[src/rtl/mul_pkg.sv]
// Shared types for the radix-4 Booth multiply sequencer: FSM states, partial-product
// selects and the 3-bit group recoder.
package mul_pkg;

    typedef enum logic [1:0] {
        IDLE,
        RUN,
        DONE
    } state_e;

    typedef enum logic [2:0] {
        PP_ZERO,
        PP_POS1,
        PP_POS2,
        PP_NEG1,
        PP_NEG2
    } pp_sel_e;

    function automatic pp_sel_e booth_recode(input logic [2:0] grp);
        pp_sel_e sel;
        case (grp)
            3'b001, 3'b010: sel = PP_POS1;
            3'b011:         sel = PP_POS2;
            3'b100:         sel = PP_NEG2;
            3'b101, 3'b110: sel = PP_NEG1;
            default:        sel = PP_ZERO;
        endcase
        return sel;
    endfunction

endpackage

[src/rtl/booth_pp_gen.sv]
// Combinational Booth partial-product generator: turns a recoded select and the
// extended multiplicand into a sign-extended 0/+-M/+-2M term at accumulator width.
module booth_pp_gen
    import mul_pkg::*;
#(
    parameter int WIDTH = 32
) (
    input  logic [2:0]           sel_i,
    input  logic [WIDTH+1:0]     m_ext_i,
    output logic [2*WIDTH+3:0]   pp_o
);

    localparam int ACCW = 2 * WIDTH + 4;

    logic [ACCW-1:0] mx;
    logic [ACCW-1:0] mx2;

    assign mx  = {{(WIDTH + 2){m_ext_i[WIDTH+1]}}, m_ext_i};
    assign mx2 = mx << 1;

    always_comb begin
        pp_o = '0;
        case (pp_sel_e'(sel_i))
            PP_POS1: pp_o = mx;
            PP_POS2: pp_o = mx2;
            PP_NEG1: pp_o = ~mx + ACCW'(1);
            PP_NEG2: pp_o = ~mx2 + ACCW'(1);
            default: pp_o = '0;
        endcase
    end

endmodule

[src/rtl/booth_mul_sequencer.sv]
// Multi-cycle radix-4 Booth multiplier: one Booth group retired per clock, full
// 2*WIDTH product loaded into the HI/LO output registers on completion.
module booth_mul_sequencer
    import mul_pkg::*;
#(
    parameter int WIDTH = 32
) (
    input  logic             clock,
    input  logic             clear_n,
    input  logic             start_valid,
    output logic             start_ready,
    input  logic             op_signed,
    input  logic [WIDTH-1:0] multiplicand_in,
    input  logic [WIDTH-1:0] multiplier_in,
    input  logic             abort,
    output logic             busy,
    output logic             done,
    output logic [WIDTH-1:0] hi_out,
    output logic [WIDTH-1:0] lo_out
);

    localparam int EXTW  = WIDTH + 2;
    localparam int ACCW  = 2 * WIDTH + 4;
    localparam int ITERS = (WIDTH + 2) / 2;
    localparam int CW    = $clog2(ITERS + 1);

    state_e            state_q, state_d;
    logic [ACCW-1:0]   acc_q, acc_d;
    logic [CW-1:0]     cnt_q, cnt_d;
    logic [EXTW-1:0]   mx_q, mx_d;
    logic [EXTW-1:0]   qx_q, qx_d;
    logic [WIDTH-1:0]  hi_q, hi_d;
    logic [WIDTH-1:0]  lo_q, lo_d;

    logic [EXTW:0]     qpad;
    logic [2:0]        grp;
    logic [ACCW-1:0]   pp;
    logic [ACCW-1:0]   pp_sh;
    logic [ACCW-1:0]   sum;

    // Q_ext[-1] is the implicit zero below bit 0, so the group for count c
    // sits at qpad[2c+2:2c].
    assign qpad  = {qx_q, 1'b0};
    assign grp   = 3'(qpad >> {cnt_q, 1'b0});
    assign pp_sh = pp << {cnt_q, 1'b0};
    assign sum   = acc_q + pp_sh;

    booth_pp_gen #(.WIDTH(WIDTH)) u_pp (
        .sel_i   (booth_recode(grp)),
        .m_ext_i (mx_q),
        .pp_o    (pp)
    );

    always_comb begin
        state_d     = state_q;
        acc_d       = acc_q;
        cnt_d       = cnt_q;
        mx_d        = mx_q;
        qx_d        = qx_q;
        hi_d        = hi_q;
        lo_d        = lo_q;
        start_ready = 1'b0;
        busy        = 1'b0;
        done        = 1'b0;
        case (state_q)
            IDLE: begin
                start_ready = 1'b1;
                if (start_valid) begin
                    mx_d    = op_signed ? {{2{multiplicand_in[WIDTH-1]}}, multiplicand_in}
                                        : {2'b00, multiplicand_in};
                    qx_d    = op_signed ? {{2{multiplier_in[WIDTH-1]}}, multiplier_in}
                                        : {2'b00, multiplier_in};
                    acc_d   = '0;
                    cnt_d   = '0;
                    state_d = RUN;
                end
            end
            RUN: begin
                busy = 1'b1;
                // Abort wins even on the final group: the result is never published.
                if (abort) begin
                    state_d = IDLE;
                end else begin
                    acc_d = sum;
                    cnt_d = cnt_q + CW'(1);
                    if (cnt_q == CW'(ITERS - 1)) begin
                        {hi_d, lo_d} = sum[2*WIDTH-1:0];
                        state_d      = DONE;
                    end
                end
            end
            DONE: begin
                done    = 1'b1;
                state_d = IDLE;
            end
            default: state_d = IDLE;
        endcase
    end

    always_ff @(posedge clock or negedge clear_n) begin
        if (!clear_n) begin
            state_q <= IDLE;
            acc_q   <= '0;
            cnt_q   <= '0;
            mx_q    <= '0;
            qx_q    <= '0;
            hi_q    <= '0;
            lo_q    <= '0;
        end else begin
            state_q <= state_d;
            acc_q   <= acc_d;
            cnt_q   <= cnt_d;
            mx_q    <= mx_d;
            qx_q    <= qx_d;
            hi_q    <= hi_d;
            lo_q    <= lo_d;
        end
    end

    assign hi_out = hi_q;
    assign lo_out = lo_q;

endmodule

[config.mk]
export PLATFORM = sky130hd
export DESIGN_NAME = booth_mul_sequencer
export DESIGN_NICKNAME = d
export VERILOG_FILES = /design/src/rtl/mul_pkg.sv /design/src/rtl/booth_pp_gen.sv /design/src/rtl/booth_mul_sequencer.sv
export SDC_FILE = /design/constraint.sdc
export NUM_CORES = 1
export LEC_CHECK = 0
export CAP_MARGIN = 20
export CORE_MARGIN = 3
export CORE_UTILIZATION = 40
export CTS_BUF_LIST = sky130_fd_sc_hd__clkbuf_4
export CTS_CLUSTER_SIZE = 25
export DETAILED_ROUTE_END_ITERATION = 16
export SLEW_MARGIN = 20
export SYNTH_ARGS = -nofsm -noshare
export SYNTH_HDL_FRONTEND = slang
export SYNTH_SLANG_ARGS = --single-unit
export TNS_END_PERCENT = 50
[constraint.sdc]
create_clock -name clock -period 8.79 [get_ports clock]
set_clock_uncertainty 0.15 [all_clocks]
set_input_delay 1.758 -clock clock [delete_from_list [all_inputs] [get_ports clock]]
set_output_delay 1.758 -clock clock [all_outputs]
set_load 0.05 [all_outputs]
==> Yosys cells after proc, flatten, opt, wreduce, memory -nomap -nowiden <==
Cells that the tools add are included.
{ "totals": {"out_inout_bits": 67, "regBits": 207, "word_cells": 57, "in_bits": 69} }
{ "classes": {"n_reduce_logical": 8, "n_eq_ne": 16, "add_sub_neg": 4, "shifts": 2, "muxes": 17, "n_bitwise": 3} }
{ "op_table": {"columns": ["op", "n"], "rows": [
  ["68-bit one-hot mux with 4 select lines", 1],
  ["68-bit by 1-bit adder with 68-bit output, second input constant", 2],
  ["68-bit 2-to-1 mux", 2],
  ["68-bit NOT", 2],
  ["68-bit one-hot mux with 2 select lines", 1],
  ["68-bit adder", 1],
  ["34-bit 2-to-1 mux", 2],
  ["68-bit by 6-bit << shifter with 68-bit output", 1],
  ["35-bit by 6-bit >> shifter with 3-bit output", 1],
  ["3-bit by 2-bit equality test with 1-bit output, second input constant", 4],
  ["3-bit equality test, second input constant", 4],
  ["3-bit one-hot mux with 4 select lines", 1],
  ["5-bit 2-to-1 mux", 2],
  ["5-bit one-hot mux with 2 select lines", 1],
  ["3-bit by 1-bit equality test with 1-bit output, second input constant", 2],
  ["2-bit 2-to-1 mux", 3],
  ["3-bit AND reduction", 2],
  ["5-bit by 1-bit adder with 5-bit output, second input constant", 1],
  ["5-bit equality test, second input constant", 1],
  ["2-bit != test, second input constant", 2],
  ["2-bit one-hot mux with 2 select lines", 1],
  ["2-bit AND reduction", 2],
  ["2-bit OR reduction", 2],
  ["1-bit 2-to-1 mux", 3],
  ["6 further kinds", 6]
]} }

==> Depth between registers and ports, before layout <==
Gate-level depths: netlist of the first run.
{ "depth": {"word_depth": 10, "depth_mapped": 33, "depth_no_buf": 29} }

==> Cells and area by module <==
Synthesis of the first run repeated with hierarchy kept, for this count alone.
{ "hier_totals": {"cells_unflattened": 1975, "hier_area_um2": 16746.1} }
{ "modules_own_cells": {"columns": ["module", "seq_area_each_um2", "cells_per_inst", "n_inst", "area_per_inst_um2"], "rows": [
  ["booth_mul_sequencer", 5029.8, 1625, 1, 14512.7],
  ["booth_pp_gen", 0.0, 350, 1, 2233.4]
]} }

==> Least setup slack after synthesis of the first run <==
No wires, ideal clock.
{ "synth_timing": {"kind": "register to register", "startpoint": "register mx_q[0]", "endpoint": "register hi_q[28], in the netlist hi_out[28]", "t_arrival_ns": 6.590, "setup_slack_ns": 1.918, "required_ns": 8.509, "period_less_slack_ns": 6.872, "path_stages_with_launch": 33, "n_path_buf": 3, "setup_time_ns": 0.131, "cell_sequence": "dfrtp_1 clkbuf_1 inv_1 ha_1 or4b_1 clkbuf_1 or4_1 buf_2 nor4_2 nor2_1 o22ai_1 a21oi_1 a221oi_1 mux2i_1 mux2_2 nor2_1 a31oi_1 a21oi_1 nor2_1 ha_1 and3_1 and2_1 a221oi_1 o21a_1 o21ai_0 o31ai_1 o21ai_0 a21o_1 a21o_1 a21oi_1 o31a_1 nor4b_1 or3_1"} }
{ "synth_between": {"elab_chain_len": 5, "word_cells_on_any_way": 7, "cone_classes": "add/sub: 3; shift: 1; mux: 1; bitwise: 2"} }
{ "synth_rtl": {"columns": ["element", "line", "source"], "rows": [
  ["from (decl)", "booth_mul_sequencer.sv:30", "logic [EXTW-1:0] mx_q, mx_d;"],
  ["from (signal assigned)", "booth_mul_sequencer.sv:113", "mx_q <= mx_d;"],
  ["68-bit NOT (on tied branches)", "booth_pp_gen.sv:26, booth_pp_gen.sv:27", null],
  ["68-bit by 1-bit adder with 68-bit output (on tied branches)", "booth_pp_gen.sv:26, booth_pp_gen.sv:27", null],
  ["68-bit one-hot mux with 4 select lines *", "booth_pp_gen.sv:23", "case (pp_sel_e'(sel_i))"],
  ["68-bit by 6-bit << shifter with 68-bit output *", "booth_mul_sequencer.sv:45", "assign pp_sh = pp << {cnt_q, 1'b0};"],
  ["68-bit adder *", "booth_mul_sequencer.sv:46", "assign sum = acc_q + pp_sh;"],
  ["to (signal assigned)", "booth_mul_sequencer.sv:115", "hi_q <= hi_d;"],
  ["to (decl)", "booth_mul_sequencer.sv:32", "logic [WIDTH-1:0] hi_q, hi_d;"]
]} }
Every way passes the cells marked *; elsewhere a longest branch is shown, timed or not.
A chain may end at the register's enable or synchronous reset.

==> Worst setup path in the final report of the first run <==
{ "layout_timing": {"startpoint": "register cnt_q[1]", "endpoint": "register acc_q[61]"} }
{ "layout_between": {"elab_chain_len": 10, "word_cells_on_any_way": 19, "cone_classes": "add/sub: 1; eq/ne: 10; shift: 2; mux: 4; reduce/logical: 2"} }
{ "layout_rtl": {"columns": ["element", "line", "source"], "rows": [
  ["from (decl)", "booth_mul_sequencer.sv:29", "logic [CW-1:0] cnt_q, cnt_d;"],
  ["from (signal assigned)", "booth_mul_sequencer.sv:112", "cnt_q <= cnt_d;"],
  ["35-bit by 6-bit >> shifter with 3-bit output", "booth_mul_sequencer.sv:44", "assign grp = 3'(qpad >> {cnt_q, 1'b0});"],
  ["3-bit equality test, or another cell as far along", "mul_pkg.sv:21", "case (grp)"],
  ["2-bit OR reduction", "mul_pkg.sv:21", null],
  ["3-bit one-hot mux with 4 select lines", "mul_pkg.sv:21", null],
  ["3-bit equality test, or another cell as far along", "booth_pp_gen.sv:23", null],
  ["68-bit one-hot mux with 4 select lines", "booth_pp_gen.sv:23", null],
  ["68-bit by 6-bit << shifter with 68-bit output *", "booth_mul_sequencer.sv:45", null],
  ["68-bit adder *", "booth_mul_sequencer.sv:46", null],
  ["68-bit 2-to-1 mux *", "booth_mul_sequencer.sv:81", "if (abort) begin"],
  ["68-bit one-hot mux with 2 select lines *", "booth_mul_sequencer.sv:65", "case (state_q)"],
  ["to (signal assigned)", "booth_mul_sequencer.sv:103", "acc_q <= '0;"],
  ["to (signal assigned)", "booth_mul_sequencer.sv:111", "acc_q <= acc_d;"],
  ["to (decl)", "booth_mul_sequencer.sv:28", "logic [ACCW-1:0] acc_q, acc_d;"]
]} }
Every way passes the cells marked *; elsewhere a longest branch is shown, timed or not. The select of a mux whose other input is x is not followed.

==> run summary, run 1 <==
Outcome = finished clean
Slew at the pin with the worst max-slew slack = 0.876 ns
WHS Path Cells = 2
Commonest non-fill, non-tap cell in the layout = dfrtp_1
Post-CTS Setup Bufs = 0
Fraction of registers with async set/reset = 100%
IO Count = 136
# H-tree levels = 2
Avg Cell Area, Syn = 8.96 µm²
Starting Density = 40.9%
CP Max Fanout = 24
TritonRoute pass-1 iters = 9
Die Width = 206 µm
Fin. Hold Viols = 0
Syn Nets = 1921
Hpwl dp = 38600 µm
Seq/Total Area, Yosys = 31.4%
DP Area = 17800 µm²
Synth Area in Adders = 5.29%
Row count = 72
XOR/XNOR share of the synthesized area = 4.00%
Overall routing resource usage = 24.7%
Fmax achieved = 119 MHz
Critical path class = register to register
Crit path largest cell delay = 0.66 ns
R2r worst-path depth = 29
Simple-Gate Fraction of Synth Area = 16.9%
CTS max path bufs = 3
Worst EP arrival = 8.86 ns
Clk Latency, worst-skew pair = 0.82 ns
Post-DR wirelength/cell = 21.3 µm
GR Overflow Total = 0
WL final = 52500 µm
Syn Inst Count = 1785
CP endpoint kind = register
Clk sinks = 201
Largest net degree at the start of global routing = 83
Initial DRC Count = 1331
Routability congestion estimate = 0.961
Max-cap viol count = 0
DRT antenna net count = 0
Core area = 39100 µm²
Final min period = 8.38 ns
Area grow syn2layout = 15.8%
Primary FF master, synth = dfrtp_1
Die height = 206 µm
Slew Viols, Final = 0
Initial antenna violation count = 1
Yosys warning total = 0
Root buffer cell = clkbuf_4
Reg area = 5040 µm²
Slew HR = 41.6%
Ratio of cells with drive above 1 in the final layout = 16.7%
Final Cell Area = 18500 µm²
RSZ-0062 raised after global routing = no
Total die area = 42400 µm²
Final net count = 2036
# port buffers = 135
Vias in the first global route = 14300
Most common cell on crit path = a21oi_1
Yosys cell types = 105
Setup TNS = 0 ns
Setup violators final = 0
CP startpoint kind = register
Reg clk slew, reported paths = 0.06 ns
Post-synth EDFFs = 0
Most frequent cells in the layout = dfrtp_1, nand2_1, a21oi_1
CP max stage cell = mux4_1
Fin crit share = 95.4%
Synthesized cell area = 16000 µm²
#FFs+latches synth = 201
Area of the multi-input gates = 10300 µm²
DR vias/cell = 5.96
CTS tree = built
First-pass GRT wire length = 82800 µm
Largest family of logic cells by synthesized area = compound AO/OA/AOI/OAI gates
Fill cells = 3808
Worst hold path type = register to register
Mux share of post-synthesis cell area = 15.8%
Via Count = 14700
DRC = 0
CP required = 9.26 ns
TritonCTS Buffers = 58
Synth Area in Compound Gates = 22.3%
[critical path, delay by kind of cell, from the launching register on]
| kind | cells | cell delay [ns] |
|---|---|---|
| AOI/OAI and AO/OA | 14 | 3.73 |
| muxes | 4 | 1.42 |
| and+or+nand+nor | 7 | 1.15 |
| DFF | 1 | 0.63 |
| adders and majority gates | 1 | 0.45 |
| buffers and inverters | 2 | 0.44 |
| xor gates and xnor gates | 1 | 0.24 |
[final cells by class]
| cell class | count | share of cell area (%) |
|---|---|---|
| Sequential cell | 201 | 27.2 |
| Antenna cell | 1 | 0.0135 |
| Tap cell | 518 | 3.50 |
| Timing Repair Buffer | 177 | 9.02 |
| Multi-Input combinational cell | 1427 | 55.7 |
| Inverter | 35 | 0.710 |
| Clock buffer | 82 | 3.32 |
| Clock inverter | 21 | 0.487 |
[kinds of logic (layout without fill, tap and decap cells)]
| logic type | after synthesis | in the layout |
|---|---|---|
| flip-flops | 201 | 201 |
| multiplexers | 216 | 216 |
| adder cells (fa/ha/maj) | 67 | 67 |
| AND/OR/NAND/NOR | 539 | 539 |
| XOR/XNOR | 73 | 73 |
| other | 0 | 1 |
| buffers and inverters | 157 | 315 |
| AO/OA/AOI/OAI | 532 | 532 |
[state kept, by name, indices dropped and copies added, names as in the netlist]
register / count
qx_q: 33
acc_q: 64
state_q: 2
mx_q: 33
cnt_q: 5
lo_out: 32
hi_out: 32
[stage by stage]
step / cells / worst slack (ns) / hold slack (ns) / util [%]
after floorplan: 1785 / 1.92 / 0.305 / -
after global placement: 2358 / 0.509 / 0.323 / 45.5
after detailed placement: 2358 / 0.477 / 0.321 / 45.5
after CTS: 2461 / 0.436 / 0.349 / 47.3
after global routing: 2462 / 0.00909 / 0.362 / 47.4
final: 2462 / 0.406 / 0.339 / 47.4
[routing by layer]
layer	up-vias	global-route usage, %	part of all wire (%)
met2	585	37.2	44
met5	-	0	0
li1	6899	-	-
met3	88	4.24	7.0
met1	7091	36.4	47
met4	0	7.22	2.2
[timing repair]
item                                    in CTS  in global routing
hold buffers                                 0                  0
endpoints found under the setup margin       0                 21
gates resized for setup                      0                  4
[cells in the mapped netlist, drive strengths merged (16+ instances only)]
master | count | area, µm²
a211oi | 33 | 268
a21o | 49 | 368
a21oi | 140 | 712
a22o | 59 | 517
and2 | 24 | 151
and3 | 24 | 155
buf | 36 | 223
clkbuf | 86 | 323
dfrtp | 201 | 5030
ha | 66 | 826
inv | 35 | 131
mux2 | 124 | 1400
mux2i | 76 | 773
mux4 | 16 | 364
nand2 | 146 | 563
nand2b | 18 | 113
nand3 | 53 | 270
nand4 | 17 | 106
nor2 | 122 | 468
nor2b | 16 | 100
nor3 | 52 | 277
nor4 | 18 | 125
o21ai | 128 | 648
xnor2 | 46 | 403
xor2 | 27 | 236
[path summary, 6_finish.rpt]
check	slack, ns	to	start
min in group asynchronous	0.86	acc_q[27]	clear_n
max	0.41	acc_q[61]	cnt_q[1]
max in group asynchronous	6.27	hi_out[30]	clear_n
min	0.34	lo_out[30]	lo_out[30]
max reg2reg	0.41	acc_q[61]	cnt_q[1]
min reg2reg	0.34	lo_out[30]	lo_out[30]
Power of run 1 is left out: the tool's default activity adds up to more than one toggle a clock period on the data nets, which glitch-free logic cannot reach.
==> run 2: changes to the inputs <==
--- a/config.mk
+++ b/config.mk
@@ -7,7 +7,7 @@
 export LEC_CHECK = 0
 export CAP_MARGIN = 20
 export CORE_MARGIN = 3
-export CORE_UTILIZATION = 40
+export CORE_UTILIZATION = 35
 export CTS_BUF_LIST = sky130_fd_sc_hd__clkbuf_4
 export CTS_CLUSTER_SIZE = 25
 export DETAILED_ROUTE_END_ITERATION = 16
==> run summary, run 2 (same netlist as run 1, synthesis figures left out) <==
Hold Slack = 0.340 ns (+0.000825 ns)
Final Cell Area = 18700 µm² (+0.82%)
Slew HR = 41.4% (-0.19 points)
Clk sinks = 201 (unchanged)
Fmax achieved = 120 MHz (+0.24%)
DRT antenna net count = 0 (unchanged)
Via Count = 14700 (unchanged)
Top Registers = acc_q (64), mx_q (33), qx_q (33)
Met1 Usage GRT = 31.1% (-5.4 points)
DP Area = 17900 µm² (+0.80%)
DRC = 0 (unchanged)
R2r worst-path depth = 28 (-3.4%)
Initial DRC Count = 1365 (+2.6%)
Overall routing resource usage = 21.9% (-2.9 points)
Gr busiest metal = met2
Crit path largest cell delay = 0.67 ns (about the same)
Outcome = finished clean
Slew at the pin with the worst max-slew slack = 0.878 ns (+0.00287 ns)
# port buffers = 135 (unchanged)
IO Count = 136 (unchanged)
Fin crit share = 95.2% (-0.22 points)
WHS Path Cells = 2 (unchanged)
Die height = 220 µm (+6.7%)
Endpoint, Worst Hold = lo_out[30]
TritonRoute pass-1 iters = 6 (-3)
Root buffer cell = clkbuf_4
TritonCTS Buffers = 56 (-3.4%)
Met2 Usage GRT = 34.4% (-2.8 points)
Routability congestion estimate = 0.960 (-0.16%)
Slew Viols, Final = 0 (unchanged)
Hold-fix buffers, CTS = 0 (unchanged)
Reg with most FFs = acc_q
GR Overflow Total = 0 (unchanged)
Reg2reg end = hi_out[24]
CP startpoint kind = register
Hpwl dp = 39400 µm (+2.2%)
Clk Latency, worst-skew pair = 0.79 ns (-0.03 ns)
Max-cap viol count = 0 (unchanged)
Total die area = 48300 µm² (+14%)
Commonest non-fill, non-tap cell in the layout = dfrtp_1
Max reg flops = 64 (unchanged)
First-pass GRT wire length = 83600 µm (+0.98%)
Setup TNS = 0 ns (unchanged)
Area grow syn2layout = 16.7%
CP required = 9.30 ns (+0.04 ns)
Layout Utilization = 41.8% (-5.6 points)
Setup violators final = 0 (unchanged)
Worst hold path type = register to register
R2R setup slack = 0.43 ns (+0.02 ns)
Starting Density = 35.8% (-5.1 points)
CP endpoint kind = register
CP Max Fanout = 22 (-8.3%)
Final net count = 2040 (+0.20%)
Vias in the first global route = 14500 (+1.6%)
Fin. Hold Viols = 0 (unchanged)
CP max stage cell = dfrtp_2
WL final = 53000 µm (+1.1%)
CTS tree = built
Row count = 77 (+6.9%)
Worst EP arrival = 8.87 ns (about the same)
Reg clk slew, reported paths = 0.07 ns (about the same)
Critical path class = register to register
Most frequent cells in the layout = dfrtp_1, nand2_1, a21oi_1
DR vias/cell = 5.77 (-3.1%)
Ratio of cells with drive above 1 in the final layout = 17.0% (+0.28 points)
Final min period = 8.36 ns (-0.0197 ns)
Core area = 44700 µm² (+14%)
CTS max path bufs = 3 (unchanged)
Initial antenna violation count = 3 (+2)
RSZ-0062 raised after global routing = no
Worst reg2reg path startpoint = cnt_q[3]
Met3 GRT Util = 3.43% (-0.80 points)
Hold Startpoint = lo_out[30]
Largest net degree at the start of global routing = 128 (+54%)
Post-DR wirelength/cell = 20.9 µm (-2.1%)
# H-tree levels = 2 (unchanged)
Die Width = 220 µm (+6.7%)
## run 2: worst max-delay path by stage
| stage | endpoint | slack [ns] | depth (start not counted) | startpoint |
|---|---|---|---|---|
| after floorplan | hi_out[28] | 1.92 | 32 | mx_q[0] |
| after global placement | hi_out[26] | 0.59 | 29 | cnt_q[1] |
| after detailed placement | hi_out[28] | 0.60 | 28 | cnt_q[1] |
| after CTS | hi_out[24] | 0.57 | 29 | cnt_q[1] |
| after global routing | hi_out[26] | 0.08 | 30 | mx_q[0] |
| final | hi_out[24] | 0.43 | 28 | cnt_q[3] |
## run 2: routing by layer
metal	vias to the layer above	share of wire (%)
met5	-	0
met4	0	2.5
met3	90	6.1
met2	499	45
met1	7176	46
li1	6898	-
## run 2: metrics by stage
| step | setup WS (ns) | cells |
|---|---|---|
| 6_report | 0.425 | 2541 |
| 5_1_grt | 0.0802 | 2541 |
| 4_1_cts | 0.568 | 2537 |
| 3_5_place_dp | 0.597 | 2437 |
| 3_3_place_gp | 0.590 | 2437 |
| 2_1_floorplan | 1.92 | 1785 |
## run 2: repair_timing
action | in CTS | in global routing
gates resized for setup | 0 | 2
setup buffers | 0 | 0
setup endpoints to repair | 0 | 6
## run 2: worst max-delay path, delay by kind of cell, from the launching register on
family | cells | cell delay, ns
flops | 1 | 0.67
compound gates | 13 | 3.52
fa+ha+maj | 1 | 0.39
mux | 5 | 1.93
simple gates | 7 | 1.28
xor+xnor | 1 | 0.11
buf+inv | 1 | 0.19
## run 2: final cells by class
cell class	instances	area, µm²
Fill cell	4547	26000
Multi-Input combinational cell	1427	10300
Sequential cell	201	5040
Timing Repair Buffer	183	1730
Tap cell	592	741
Clock buffer	79	593
Inverter	35	131
Clock inverter	21	120
Antenna cell	3	7.51
Power of run 2 is left out for the same reason.
==> run 3: changes to the inputs <==
--- a/config.mk
+++ b/config.mk
@@ -7,11 +7,11 @@
 export LEC_CHECK = 0
 export CAP_MARGIN = 20
 export CORE_MARGIN = 3
-export CORE_UTILIZATION = 35
+export CORE_UTILIZATION = 61
 export CTS_BUF_LIST = sky130_fd_sc_hd__clkbuf_4
 export CTS_CLUSTER_SIZE = 25
 export DETAILED_ROUTE_END_ITERATION = 16
-export SLEW_MARGIN = 20
+export PLACE_DENSITY = 0.83
 export SYNTH_ARGS = -nofsm -noshare
 export SYNTH_HDL_FRONTEND = slang
 export SYNTH_SLANG_ARGS = --single-unit
==> run summary, run 3 (same netlist as run 1, synthesis figures left out) <==
Most frequent cells in the layout = dfrtp_1, nand2_1, a21oi_1
CTS max path bufs = 3 (unchanged)
Setup violators final = 0 (unchanged)
Largest net degree at the start of global routing = 108 (-16%)
Area grow syn2layout = 13.7%
Row count = 58 (-25%)
DP Area = 17500 µm² (-2.5%)
Buffers & Inverters on Critical Path = 1 (unchanged)
Vias in the first global route = 14500 (-0.014%)
DR vias/cell = 6.67 (+16%)
RSZ-0062 raised after global routing = no
Final min period = 8.30 ns (-0.0624 ns)
DRC = 0 (unchanged)
Max-cap viol count = 0 (unchanged)
Final net count = 2021 (-0.93%)
Initial DRC Count = 1940 (+42%)
Reg area = 5040 µm² (about the same)
CP required = 9.19 ns (-0.11 ns)
Reg clk slew, reported paths = 0.07 ns (about the same)
Top Family by Delay on Critical Path = compound AO/OA/AOI/OAI gates
Clk sinks = 201 (unchanged)
Outcome = finished clean
Post-CTS Setup Bufs = 0 (unchanged)
Hpwl dp = 37200 µm (-5.8%)
TritonRoute pass-1 iters = 8 (+2)
First-pass GRT wire length = 81100 µm (-3.0%)
Starting Density = 62.8% (+27 points)
Core area = 25500 µm² (-43%)
Fill cells = 1963 (-57%)
Ratio of cells with drive above 1 in the final layout = 16.3% (-0.72 points)
Die Width = 168 µm (-24%)
Worst EP arrival = 8.70 ns (-0.17 ns)
Fin. Hold Viols = 0 (unchanged)
Top Registers = acc_q (64), mx_q (33), qx_q (33)
CP endpoint kind = register
Critical path class = register to register
Post-DR wirelength/cell = 22.6 µm (+8.4%)
IO Count = 136 (unchanged)
# port buffers = 135 (unchanged)
Fin crit share = 94.4% (-0.71 points)
GR Overflow Total = 0 (unchanged)
CP Max Fanout = 28 (+27%)
Routability congestion estimate = 1.04 (+8.2%)
Clk Latency, worst-skew pair = 0.68 ns (-0.11 ns)
Final Cell Area = 18200 µm² (-2.5%)
Crit path largest cell delay = 0.65 ns (-0.02 ns)
Area of the multi-input gates = 10300 µm² (about the same)
Total die area = 28200 µm² (-42%)
CP startpoint kind = register
Root buffer cell = clkbuf_4
# H-tree levels = 2 (unchanged)
TritonCTS Buffers = 53 (-5.4%)
CTS tree = built
Overall routing resource usage = 35.4% (+14 points)
Via Count = 15000 (+2.6%)
Worst hold path type = register to register
Die height = 168 µm (-24%)
WL final = 51000 µm (-3.8%)
Reg with most FFs = acc_q
Setup TNS = 0 ns (unchanged)
Slew HR = 35.7% (-5.8 points)
CP max stage cell = dfrtp_4
Max reg flops = 64 (unchanged)
DRT antenna net count = 0 (unchanged)
Fmax achieved = 120 MHz (+0.75%)
Slew at the pin with the worst max-slew slack = 0.965 ns (+0.0867 ns)
Commonest non-fill, non-tap cell in the layout = dfrtp_1
Slew Viols, Final = 0 (unchanged)
Initial antenna violation count = 1 (-2)
==> run 3: changes by cell type in the layout (fill, tap and decap cells not counted), sizes merged <==
| cell | change |
|---|---|
| inv | -2 |
| diode | -1 |
| clkinv | -6 |
| buf | -16 |
==> run 3: final cells by class <==
cell class | instances | share of cell area (%)
flip-flops and latches | 201 | 27.7
well taps | 330 | 2.27
repair buffers | 167 | 8.84
diodes | 2 | 0.0275
inverters | 35 | 0.722
clock buffers | 79 | 3.26
multi-input cells | 1427 | 56.7
clock inverters | 13 | 0.454
==> run 3: worst paths after layout <==
path,from,endpoint,slack (ns),cells past startpoint
worst max-delay path,cnt_q[3],hi_out[30],0.49,28
worst min-delay path,acc_q[8],acc_q[8],0.34,2
worst max register to register,cnt_q[3],hi_out[30],0.49,28
worst min register to register,acc_q[8],acc_q[8],0.34,2
max in group asynchronous,clear_n,cnt_q[1],6.38,2
min in group asynchronous,clear_n,mx_q[12],0.95,1
==> run 3: worst register-to-register path, delay by kind of cell, from the launching register on <==
family	cells	cell delay (ns)
adder cells (fa/ha/maj)	1	0.41
AO/OA/AOI/OAI	12	3.08
flip-flops	1	0.65
multiplexers	5	1.88
XOR/XNOR	1	0.20
buffers and inverters	1	0.18
AND/OR/NAND/NOR	8	1.63
==> run 3: per-layer routing <==
metal | vias to the layer above | share of wire [%] | GRT usage, %
li1 | 6875 | - | -
met1 | 7258 | 43 | 50.7
met2 | 789 | 44 | 53.7
met3 | 123 | 10 | 8.31
met4 | 0 | 2.8 | 10.8
met5 | - | 0 | 0
==> run 3: through the flow <==
| step | instances | utilization, % | setup WS (ns) | hold slack (ns) |
|---|---|---|---|---|
| finish | 2254 | 71.4 | 0.488 | 0.343 |
| CTS | 2252 | 71.3 | 0.524 | 0.347 |
| global placement | 2160 | 68.7 | 0.754 | 0.319 |
| detailed placement | 2160 | 68.7 | 0.604 | 0.333 |
| floorplan | 1785 | - | 1.92 | 0.305 |
| global route | 2254 | 71.4 | 0.00580 | 0.375 |
==> run 3: repair_timing <==
action / in CTS / in global routing
resized for setup: 0 / 5
setup endpoints to repair: 0 / 17
hold buffers: 0 / 0
Power of run 3 is left out for the same reason.
